**src/rtl/mux_bin_arb_rr.sv**
```systemverilog
// Round-robin arbiter with packet lock. One binary-select mux is shared among
// WIDTH valid/ready requesters and feeds a 1-deep registered output stage.
module mux_bin_arb_rr #(
  parameter type DAT_T = logic [8-1:0],
  parameter int  WIDTH = 4
) (
  input  logic                       i_clk,
  input  logic                       i_rst_n,
  input  logic [WIDTH-1:0]           i_req_vld,
  input  logic [WIDTH-1:0]           i_req_lst,
  input  DAT_T [WIDTH-1:0]           i_req_dat,
  output logic [WIDTH-1:0]           o_req_rdy,
  output logic                       o_out_vld,
  output logic                       o_out_lst,
  output DAT_T                       o_out_dat,
  output logic [$clog2(WIDTH)-1:0]   o_out_bin,
  input  logic                       i_out_rdy
);

  localparam int WIDTH_LOG = $clog2(WIDTH);

  if (WIDTH < 2) begin : g_bad_width
    $fatal(1, "mux_bin_arb_rr: WIDTH must be >= 2");
  end

  typedef enum logic {ARB, LOCK} state_t;

  state_t                 r_state;
  logic [WIDTH_LOG-1:0]   r_ptr;
  logic                   r_out_vld;
  logic                   r_out_lst;
  DAT_T                   r_out_dat;
  logic [WIDTH_LOG-1:0]   r_out_bin;

  logic [WIDTH_LOG-1:0]   w_gnt;
  logic                   w_stg_free;
  logic                   w_acc;

  // Scan from farthest to nearest so the nearest valid index after ptr wins;
  // the modulo keeps non-power-of-2 WIDTH from producing out-of-range indices.
  always_comb begin
    w_gnt = r_ptr;
    if (r_state == ARB) begin
      for (int k = WIDTH; k >= 1; k--) begin
        if (i_req_vld[(int'(r_ptr) + k) % WIDTH]) begin
          w_gnt = WIDTH_LOG'((int'(r_ptr) + k) % WIDTH);
        end
      end
    end
  end

  assign w_stg_free = !r_out_vld || i_out_rdy;
  assign w_acc      = i_rst_n && w_stg_free && i_req_vld[w_gnt];

  always_comb begin
    o_req_rdy = '0;
    if (w_acc) begin
      o_req_rdy[w_gnt] = 1'b1;
    end
  end

  // A packet's last beat returns to ARB; any other accepted beat locks onto gnt.
  always_ff @(posedge i_clk or negedge i_rst_n) begin
    if (!i_rst_n) begin
      r_state   <= ARB;
      r_ptr     <= WIDTH_LOG'(WIDTH - 1);
      r_out_vld <= 1'b0;
      r_out_lst <= 1'b0;
      r_out_dat <= '0;
      r_out_bin <= '0;
    end else if (w_acc) begin
      r_out_vld <= 1'b1;
      r_out_lst <= i_req_lst[w_gnt];
      r_out_dat <= i_req_dat[w_gnt];
      r_out_bin <= w_gnt;
      r_ptr     <= w_gnt;
      r_state   <= i_req_lst[w_gnt] ? ARB : LOCK;
    end else if (i_out_rdy) begin
      r_out_vld <= 1'b0;
    end
  end

  assign o_out_vld = r_out_vld;
  assign o_out_lst = r_out_lst;
  assign o_out_dat = r_out_dat;
  assign o_out_bin = r_out_bin;

endmodule

```
**config.mk**
```make
export PLATFORM = sky130hd
export DESIGN_NAME = mux_bin_arb_rr
export DESIGN_NICKNAME = d
export VERILOG_FILES = /design/src/rtl/mux_bin_arb_rr.sv
export SDC_FILE = /design/constraint.sdc
export NUM_CORES = 1
export LEC_CHECK = 0
export CORE_UTILIZATION = 42
export CTS_CLUSTER_DIAMETER = 150
export DETAILED_ROUTE_END_ITERATION = 8
export PLACE_DENSITY = 0.85
export SLEW_MARGIN = 20
export SYNTH_ARGS = -nofsm -noshare
export SYNTH_HDL_FRONTEND = slang
export SYNTH_SLANG_ARGS = --single-unit
```
**constraint.sdc**
```tcl
create_clock -name i_clk -period 3.6 [get_ports i_clk]
set_input_delay 0.72 -clock i_clk [delete_from_list [all_inputs] [get_ports i_clk]]
set_output_delay 0.72 -clock i_clk [all_outputs]
set_load 0.01 [all_outputs]
```
==> impl_results.md <==
- Outcome: finished, final reports clean
- Fin. Hold Viols: 0
- Logic gate share of total power: approximately 70%
- Setup ws final: 112.1 ps
- Netlist Area Pre-Place: about 1100 um^2
- Max FO, Critical Path: 3
- Site row count: 18
- Worst min path class: flip-flop to flip-flop
- Measured slew at the worst slew-check pin: between 300 and 400 ps
- Internal portion of total power: 0.8194 mW
- Final antenna-violating net count: 0
- Die outline area: approximately 2900 um^2
- Iteration count of the initial detailed-routing pass: 4
- Share of the clock period used by the worst path: 96.89%
- Number of instances in the synthesized netlist: approximately 130
- Clock H-tree levels: 1
- Share of flip-flops with an asynchronous set or reset after synthesis: 100.0%
- Fraction of synthesized cell area taken by the top area cell type: roughly 30%
- Number of distinct library cells after synthesis: 38
- Number of port buffers: 58
- Number of failing setup endpoints in the final timing report: 0
- List of most frequent post-synthesis cells: nand2_1 (22), dfrtp_1 (13), a21oi_1 (12)
- Power density over the cells: between 700 and 800 nW/um^2
- Clock root buffer master: clkbuf_4
- Number of global-route vias before repair: around 1200
- Share of layout cells above drive strength 1: approximately 14%
- Later-pin clock latency in the skew report: between 200 and 300 ps
- Most repeated cell in the gate-level netlist after synthesis: nand2_1
- Worst Reg2Reg Path Length in Cells: 8
- Average wire per standard cell: roughly 14 um
- Via-to-Cell Ratio: around 5.6
- DRC violations left: 0
- Critical Path RT: between 2000 and 3000 ps
- Maximum resistive drop on vdd: around 570 uV
- Startpoint-to-endpoint class of the critical path: input port to primary output
- Via Count: around 1200
- Slack of the worst reg-to-reg path: 1020 ps
- Post-synthesis sequential area ratio: 33.97%
- Final-stage net count: approximately 240
- Net switching share of the total power: 42.47%
- Final total negative setup slack: 0 ps
- Endpoint kind of the worst setup timing path: primary output
- Clk buf depth: 2
- Cell leakage power: 0.7904 nW
- Die Ht: 53.46 um
- Number of stages on the worst hold path: 1
- Pre-CTS WS: -13.98 ps
- Clock edge transition at the registers on the reported setup and hold paths: around 80 ps
- Max-Cap Viols: 0
- Number of enable-type register cells in the synthesized netlist: 0
- DP HPWL: approximately 2400 um
- Number of clock buffers inserted by TritonCTS: 3
- Post-synthesis cell type with the largest combined area: dfrtp_1
- Post-route worst hold slack: a little under 500 ps
- Worst hold path endpoint: o_out_bin[0]
- Worst hold path startpoint: o_out_bin[0]
- Arrival @ worst endpoint: around 2800 ps
- Source of the worst register-to-register timing path: r_ptr[1]
- Total area of multi-input combinational cells: just under 700 um^2
- Slew Limit Fails: 0
- Number of synthesized register bits: 15
- Final wirelength: approximately 3200 um
- Flip-flop cell with the highest count after synthesis: dfrtp_1
- TritonCTS clock tree: done
- Post-synthesis area per instance: between 8 and 9 um^2
- Number of warning messages in the yosys log: 0
- Number of violations reported at the end of detailed-routing iteration 0: 32
- Number of top-level design ports: about 60
- GRT Residual Overflow: 0
- Clock network fraction of design power: between 6 and 7%
- TritonCTS Sinks: 15
- Core outline area: between 2000 and 2500 um^2
- Sequential cell area: 377.9 um^2
- Clock period minus worst slack: 3488 ps
- Global-route wire length before repair: 4912 um
- Maximum operating frequency: between 0.2 and 0.3 GHz
- Width of the die: 53.46 um
- Sequential cell fraction of total power: 24.2%
- Critical path startpoint category: input port
- End of the worst register-to-register path: o_out_bin[1]
- Maximum number of pins on one net before global-route repair: 16
- Total Routing Usage GR: about 24%
- Inserted Diodes: 0
- Relative slew slack: between 70% and 80%
- Filler cells: roughly 200
- Switching power summed over all nets: 0.6048 mW
- Post-Syn Nets: 170
- Number of antenna violations at the first check in global routing: 0
- Final clock skew: ~4.6 ps
- Weighted congestion at the end of routability-driven global placement: roughly 0.84
- Area added between synthesis and finish: 62.20%
- Starting density of the core: around 44%
- Synth area leaders: dfrtp_1 (29%), mux2i_1 (9.0%), nand2_1 (7.4%)
[cells in the final DEF, fill, tap and decap left out, drive strengths merged, types with 2 or more instances in the layout]
master	n
o211ai	2
and2	2
a21oi	13
a21o	3
a211oi	2
dlygate4sd2	2
nand2	22
clkdlybuf4s50	55
o21ai	2
a221o	8
nand2b	5
clkbuf	4
inv	4
mux2i	10
dfstp	2
nor2	5
nor3	8
mux2	3
dfrtp	13
buf	12
[worst max-delay path by stage]
stage / cells after the start / to / startpoint / slack, ps
6_report: 9 / o_req_rdy[1] / i_req_vld[3] / 110
5_1_grt: 9 / o_req_rdy[2] / i_req_vld[1] / -3
4_1_cts: 8 / o_req_rdy[0] / i_req_vld[3] / 40
3_5_place_dp: 8 / o_req_rdy[1] / i_req_vld[3] / -10
3_3_place_gp: 8 / o_req_rdy[3] / i_req_vld[3] / 40
2_1_floorplan: 7 / o_req_rdy[1] / i_req_vld[3] / 850
[layout make-up]
cell class	instances	area share, %
tap	30	2.080
sequential	15	20.94
clock buffer	4	1.456
multi-input combinational	99	37.52
inverter	4	0.8322
timing repair buffer	70	37.17
[per-stage QoR]
step	total power, mW	std cells	instance area [um^2]	util (%)
after CTS	1.404	221	1789	71.57
after global routing	1.515	222	1804	72.17
after global placement	1.282	217	1765	70.62
after detailed placement	1.309	217	1765	70.62
after floorplan	0.9438	127	1112	-
final	1.424	222	1804	72.17
[cell families (layout without fill, tap and decap cells)]
kind of cell | after synthesis | after routing | share of synthesized area [%]
DFF | 15 | 15 | 33.97
xor gates and xnor gates | 1 | 1 | 1.463
and+or+nand+nor | 48 | 48 | 21.15
buffers and inverters | 13 | 78 | 5.624
AOI/OAI and AO/OA | 37 | 37 | 25.42
muxes | 13 | 13 | 12.37
[power groups by stage]
| stage | combinational [mW] | clock, mW | sequential [mW] |
|---|---|---|---|
| detailed placement | 0.967 | 0 | 0.342 |
| global route | 1.06 | 0.102 | 0.356 |
| global placement | 0.940 | 0 | 0.342 |
| CTS | 0.966 | 0.0949 | 0.344 |
| floorplan | 0.607 | 0 | 0.337 |
| finish | 0.984 | 0.0948 | 0.345 |
[worst max-delay path: stages]
cell             delay (ps)
clkdlybuf4s50_1         500
or2b_4                  290
a21oi_2                 150
a211oi_2                100
xnor2_2                 170
buf_4                   150
or2_2                   320
nor2_1                  100
dlygate4sd2_1           280
[flip-flops by register name, indices dropped and copies added (netlist names)]
name,count
r_ptr,2
o_out_dat,8
r_state,1
o_out_bin,2
o_out_vld,1
o_out_lst,1
[what timing repair did]
action,CTS,global route
setup buffers,0,1
setup endpoints to repair,2,2
hold buffers,0,0
pin swaps,0,1
resized for setup,2,2
[layer usage]
metal | GRT usage [%] | part of all wire [%]
met3 | 7.471 | 8.5
met4 | 9.649 | 1.8
met2 | 40.21 | 46
met1 | 29.12 | 44
met5 | 0 | 0
No activity file was read; power rests on OpenSTA's default activity.
